### src/rtl/sevenseg_pkg.sv
// Shared types and constants for the seven-segment scan controller.
// A digit code is {blank, dp, dash, val[3:0]} as consumed by the external decoder.
package sevenseg_pkg;

  typedef struct packed {
    logic       blank;
    logic       dp;
    logic       dash;
    logic [3:0] val;
  } seg_code_t;

  localparam logic [6:0] SEG_BLANK = 7'b1000000;
  localparam logic [6:0] SEG_DASH  = 7'b0010000;

endpackage

### src/rtl/sevenseg_lzmask.sv
// Leading-zero blanking and minus-sign placement for the latched display value.
// Purely combinational; digit 0 is never blanked and never carries the dash.
module sevenseg_lzmask
  import sevenseg_pkg::*;
#(
  parameter int NDIGITS = 8
) (
  input  logic [4*NDIGITS-1:0] value_i,
  input  logic                 lz_blank_i,
  input  logic                 neg_i,
  output logic [NDIGITS-1:0]   blank_mask_o,
  output logic [NDIGITS-1:0]   dash_onehot_o,
  output logic                 ovf_o
);

  localparam int IW = $clog2(NDIGITS);

  logic [IW-1:0] msd;

  // Ascending scan, so the highest nonzero nibble is the last one to win.
  always_comb begin
    msd = '0;
    for (int i = 1; i < NDIGITS; i++) begin
      if (value_i[4*i +: 4] != 4'h0) msd = IW'(i);
    end
  end

  always_comb begin
    blank_mask_o  = '0;
    dash_onehot_o = '0;
    for (int i = 1; i < NDIGITS; i++) begin
      blank_mask_o[i]  = lz_blank_i && (IW'(i) > msd);
      dash_onehot_o[i] = neg_i && lz_blank_i && (IW'(i) == (msd + IW'(1)));
    end
    ovf_o = neg_i && ((msd == IW'(NDIGITS - 1)) || !lz_blank_i);
  end

endmodule

### src/rtl/sevenseg_scan_ctl.sv
// Time-multiplexed common-anode display driver: double-buffered value capture,
// per-slot guard interval with all anodes off, and registered digit code/anode outputs.
module sevenseg_scan_ctl
  import sevenseg_pkg::*;
#(
  parameter int NDIGITS   = 8,
  parameter int TICKDIV   = 25000,
  parameter int GUARD_CYC = 16
) (
  input  logic                 clk_i,
  input  logic                 rst_i,
  input  logic                 load_i,
  input  logic [4*NDIGITS-1:0] value_i,
  input  logic [NDIGITS-1:0]   dp_mask_i,
  input  logic                 neg_i,
  input  logic                 lz_blank_i,
  output logic                 pending_o,
  output logic                 neg_ovf_o,
  output logic [6:0]           d_o,
  output logic [NDIGITS-1:0]   an_n_o
);

  localparam int PW = $clog2(TICKDIV);
  localparam int IW = $clog2(NDIGITS);

  logic [PW-1:0]          pcnt_q, pcnt_d;
  logic [IW-1:0]          idx_q, idx_d;
  logic [4*NDIGITS-1:0]   sh_value_q, sh_value_d, act_value_q, act_value_d;
  logic [NDIGITS-1:0]     sh_dp_q, sh_dp_d, act_dp_q, act_dp_d;
  logic                   sh_neg_q, sh_neg_d, act_neg_q, act_neg_d;
  logic                   sh_lz_q, sh_lz_d, act_lz_q, act_lz_d;
  logic                   pending_q, pending_d;
  logic                   neg_ovf_q, neg_ovf_d;
  seg_code_t              seg_q, seg_d;
  logic [NDIGITS-1:0]     an_n_q, an_n_d;

  logic                   slot_end;
  logic                   frame_end;
  logic [NDIGITS-1:0]     blank_mask;
  logic [NDIGITS-1:0]     dash_onehot;
  logic                   ovf;

  sevenseg_lzmask #(
    .NDIGITS (NDIGITS)
  ) u_lzmask (
    .value_i       (act_value_q),
    .lz_blank_i    (act_lz_q),
    .neg_i         (act_neg_q),
    .blank_mask_o  (blank_mask),
    .dash_onehot_o (dash_onehot),
    .ovf_o         (ovf)
  );

  always_comb begin
    slot_end  = (pcnt_q == PW'(TICKDIV - 1));
    frame_end = slot_end && (idx_q == IW'(NDIGITS - 1));

    pcnt_d = slot_end ? '0 : pcnt_q + PW'(1);
    idx_d  = idx_q;
    if (slot_end) idx_d = (idx_q == IW'(NDIGITS - 1)) ? '0 : idx_q + IW'(1);

    sh_value_d = sh_value_q;
    sh_dp_d    = sh_dp_q;
    sh_neg_d   = sh_neg_q;
    sh_lz_d    = sh_lz_q;
    if (load_i) begin
      sh_value_d = value_i;
      sh_dp_d    = dp_mask_i;
      sh_neg_d   = neg_i;
      sh_lz_d    = lz_blank_i;
    end

    // Active takes the pre-load shadow, so a load on the boundary stays pending.
    act_value_d = act_value_q;
    act_dp_d    = act_dp_q;
    act_neg_d   = act_neg_q;
    act_lz_d    = act_lz_q;
    pending_d   = pending_q;
    if (frame_end) begin
      act_value_d = sh_value_q;
      act_dp_d    = sh_dp_q;
      act_neg_d   = sh_neg_q;
      act_lz_d    = sh_lz_q;
      pending_d   = 1'b0;
    end
    if (load_i) pending_d = 1'b1;

    neg_ovf_d = ovf;

    seg_d  = seg_code_t'(SEG_BLANK);
    an_n_d = '1;
    for (int i = 0; i < NDIGITS; i++) begin
      if (idx_q == IW'(i)) begin
        if (dash_onehot[i]) begin
          seg_d = seg_code_t'(SEG_DASH);
        end else if (blank_mask[i]) begin
          seg_d = seg_code_t'(SEG_BLANK);
        end else begin
          seg_d.blank = 1'b0;
          seg_d.dp    = act_dp_q[i];
          seg_d.dash  = 1'b0;
          seg_d.val   = act_value_q[4*i +: 4];
        end
        an_n_d[i] = (pcnt_q < PW'(GUARD_CYC));
      end
    end
  end

  always_ff @(posedge clk_i) begin
    if (rst_i) begin
      pcnt_q      <= '0;
      idx_q       <= '0;
      sh_value_q  <= '0;
      sh_dp_q     <= '0;
      sh_neg_q    <= 1'b0;
      sh_lz_q     <= 1'b0;
      act_value_q <= '0;
      act_dp_q    <= '0;
      act_neg_q   <= 1'b0;
      act_lz_q    <= 1'b0;
      pending_q   <= 1'b0;
      neg_ovf_q   <= 1'b0;
      seg_q       <= seg_code_t'(SEG_BLANK);
      an_n_q      <= '1;
    end else begin
      pcnt_q      <= pcnt_d;
      idx_q       <= idx_d;
      sh_value_q  <= sh_value_d;
      sh_dp_q     <= sh_dp_d;
      sh_neg_q    <= sh_neg_d;
      sh_lz_q     <= sh_lz_d;
      act_value_q <= act_value_d;
      act_dp_q    <= act_dp_d;
      act_neg_q   <= act_neg_d;
      act_lz_q    <= act_lz_d;
      pending_q   <= pending_d;
      neg_ovf_q   <= neg_ovf_d;
      seg_q       <= seg_d;
      an_n_q      <= an_n_d;
    end
  end

  assign pending_o = pending_q;
  assign neg_ovf_o = neg_ovf_q;
  assign d_o       = seg_q;
  assign an_n_o    = an_n_q;

endmodule
### config.mk
export PLATFORM = sky130hd
export DESIGN_NAME = sevenseg_scan_ctl
export DESIGN_NICKNAME = d
export VERILOG_FILES = /design/src/rtl/sevenseg_pkg.sv /design/src/rtl/sevenseg_lzmask.sv /design/src/rtl/sevenseg_scan_ctl.sv
export SDC_FILE = /design/constraint.sdc
export NUM_CORES = 1
export LEC_CHECK = 0
export CAP_MARGIN = 20
export CELL_PAD_IN_SITES_DETAIL_PLACEMENT = 1
export CELL_PAD_IN_SITES_GLOBAL_PLACEMENT = 2
export CORE_MARGIN = 3
export CORE_UTILIZATION = 30
export DETAILED_ROUTE_END_ITERATION = 8
export PLACE_DENSITY_LB_ADDON = 0.05
export SKIP_LAST_GASP = 1
export SYNTH_ARGS = -nofsm -noshare
export SYNTH_HDL_FRONTEND = slang
export SYNTH_SLANG_ARGS = --single-unit
### constraint.sdc
create_clock -name clk_i -period 3.35 [get_ports clk_i]
set_input_delay 0.67 -clock clk_i [delete_from_list [all_inputs] [get_ports clk_i]]
set_output_delay 0.67 -clock clk_i [all_outputs]
set_load 0.01 [all_outputs]
==> metrics.cfg <==
[sta]
worst_pin_slew_ns = 0.822
post-route-period-util_pct = 96.1
slew_headroom_pct = 45.0
finalHoldViolCount = 0
setup_violations = 0
fin_skew_ns = 0.00895
fin_crit_ns = 3.22
fin_ws_ns = 0.130
slew_viol_final = 0
rsz0062_at_grt = false
finalSetupTns_ns = 0
fin_hold_ws_ns = 0.444
fmax_ghz = 0.311

[synth]
synth.distinct_cells = 55
synth_edf_count = 0
ys_warn_count = 0
synth_common_cells = dfxtp_1 (119), nand2_1 (114), nor2_1 (81)
yosysTopAreaCellShare_pct = 46.9
synth_nets = 643
syn_inst = 590
ys_ff_latch = 119
syn_area_mm2 = 0.00508
synth_top_area_cell = dfxtp_1
synth_flop_cell = dfxtp_1
ys_seq_area_share_pct = 46.9
syn_avg_cell_area_um2 = 8.61
yosysMostFrequentCell = dfxtp_1
synth_area_leaders = dfxtp_1 (47%), mux2i_1 (8.5%), nand2_1 (8.4%)
ys_async_sr_fraction_pct = 0

[clock_tree]
htreeDepth = 4
cts_tree = yes
path_clk_slew_ns = 0.06
cts_buffers = 17
cts_hold_repair.buffers = 0
cts_sinks = 119
clockBufferDepth = 2
clockRootBuffer = clkbuf_16
clock_latency_ns = 0.41

[power_and_ir_drop]
finalPower_mw = 3.56
ir_worst_vdd_mv = 0.336
power.density_mw_per_mm2 = 520
p_leak_nw = 2.67

[worst_setup_path]
critPathRequiredTime_ns = 3.65
critPathLaunchType = flip-flop
path_class = flip-flop to flip-flop
worstPathMaxFanout = 7
cp.arrival_ns = 3.52
end_kind = flip-flop

[route]
ant_nets = 0
post_drt_wl_per_cell_um = 17.5
firstDrtPassIters = 4
drt_wl_total_mm = 16.1
vias_per_cell = 4.91
post-route-drc-count = 0
via_count = 4493
dr.first_iter.drc_count = 143

[die]
core_area_mm2 = 0.0162
num_rows = 46
die_h_um = 136
initial_core_util_pct = 31.3
die_area_mm2 = 0.0185
die_w_um = 136
ios = 62

[hold_path]
worst_hold_path_type = flip-flop to flip-flop

[finish]
utilization_pct = 42.2
fin_cells = 915
num-nets-final = 739
insertedDiodeCount = 0
areaGrowthSynthToFinish_pct = 34.9
fillCellCount = 1904
drive_gt1_share_pct = 14.6
postLayoutCellArea_mm2 = 0.00685

[global_route]
antenna_found_initial = 0
overflow = 0
grt_use_total_pct = 18.1
grt_max_degree = 58
grt_pass1_vias = 4711
grt_pass1_wl_mm = 25.8

[outcome]
outcome = finished clean

[placement]
port_buffers = 61
placed_cells = 879
post-place-ws_ns = -0.139
place_congestion = 0.857
place_hpwl_mm = 11.8
dpl-instance-area_mm2 = 0.00617

[flow_run]
max_cap_violations = 0

report_power, final:
part           switching [mW]  total (mW)  internal (mW)
sequential             0.0190        1.47           1.45
clock                   0.676        1.94           1.26
combinational          0.0674       0.152         0.0846
registers in the layout, indices dropped and copies added, names as in the netlist:
name	flops
idx_q	3
sh_value_q	32
sh_neg_q	1
an_n_o	8
act_value_q	32
sh_lz_q	1
act_neg_q	1
act_lz_q	1
d_o	7
sh_dp_q	8
act_dp_q	8
neg_ovf_o	1
pending_o	1
pcnt_q	15
layer usage:
layer / global-route usage [%] / routed length, um / part of all wire (%)
met1: 24.6 / 7960 / 50
met2: 29.1 / 7430 / 46
met3: 3.85 / 550 / 3.4
met4: 4.70 / 115 / 0.72
met5: 0 / 0 / 0
worst paths after layout:
kind | startpoint | endpoint | slack [ns] | depth (start not counted)
worst max-delay path | act_value_q[23] | d_o[1] | 0.13 | 12
worst min-delay path | pcnt_q[0] | pcnt_q[0] | 0.44 | 1
worst max register to register | act_value_q[23] | d_o[1] | 0.13 | 12
worst min register to register | pcnt_q[0] | pcnt_q[0] | 0.44 | 1
cell families after synthesis:
| family | synth area share, % |
|---|---|
| xor gates and xnor gates | 2.24 |
| muxes | 8.47 |
| and+or+nand+nor | 23.1 |
| DFF | 46.9 |
| AOI/OAI and AO/OA | 14.0 |
| adders and majority gates | 1.97 |
| buffers and inverters | 3.35 |
critical path, stage by stage (launching register included):
cell,delay (ns)
dfxtp_2,0.31
or4_4,0.53
buf_4,0.19
nor2_1,0.25
o41ai_4,0.13
ha_1,0.32
buf_4,0.12
and3_2,0.24
a31oi_1,0.12
buf_4,0.19
a222oi_1,0.29
a31oi_1,0.13
a311o_1,0.28
layout by cell type (no fill, tap or decap), types with 3 or more instances in the layout:
cell type and count:
a21oi_1 49, a222oi_1 5, a22oi_1 4, a311o_1 4, a31oi_1 8, and2_1 6
buf_4 51, bufinv_16 4, clkbuf_16 17, clkdlybuf4s50_1 59, clkinv_2 3, clkinvlp_4 3
dfxtp_1 118, ha_1 8, inv_1 7, mux2i_1 43, nand2_1 114, nand3_1 21
nand4_1 3, nor2_1 81, nor2b_1 3, nor4_1 8, o21a_1 4, o21ai_0 9
or4_1 4, or4_4 3, xnor2_1 5, xor2_1 8
final cells by class:
type                    instances  area [um2]  share of cell area, %
multi-input cells             429        2560                   37.4
repair buffers                112         983                   14.4
clock buffers                  20         447                   6.52
well taps                     216         270                   3.95
clock inverters                12         175                   2.56
inverters                       7        26.3                  0.384
flip-flops and latches        119        2380                   34.8
what timing repair did:
action                                  4_1_cts  5_1_grt
cloned                                        0        0
gates resized for setup                       1        3
pin swaps                                     4        6
endpoints found under the setup margin        6        7
buffers inserted                              1        3
No activity file was read; power rests on OpenSTA's default activity.
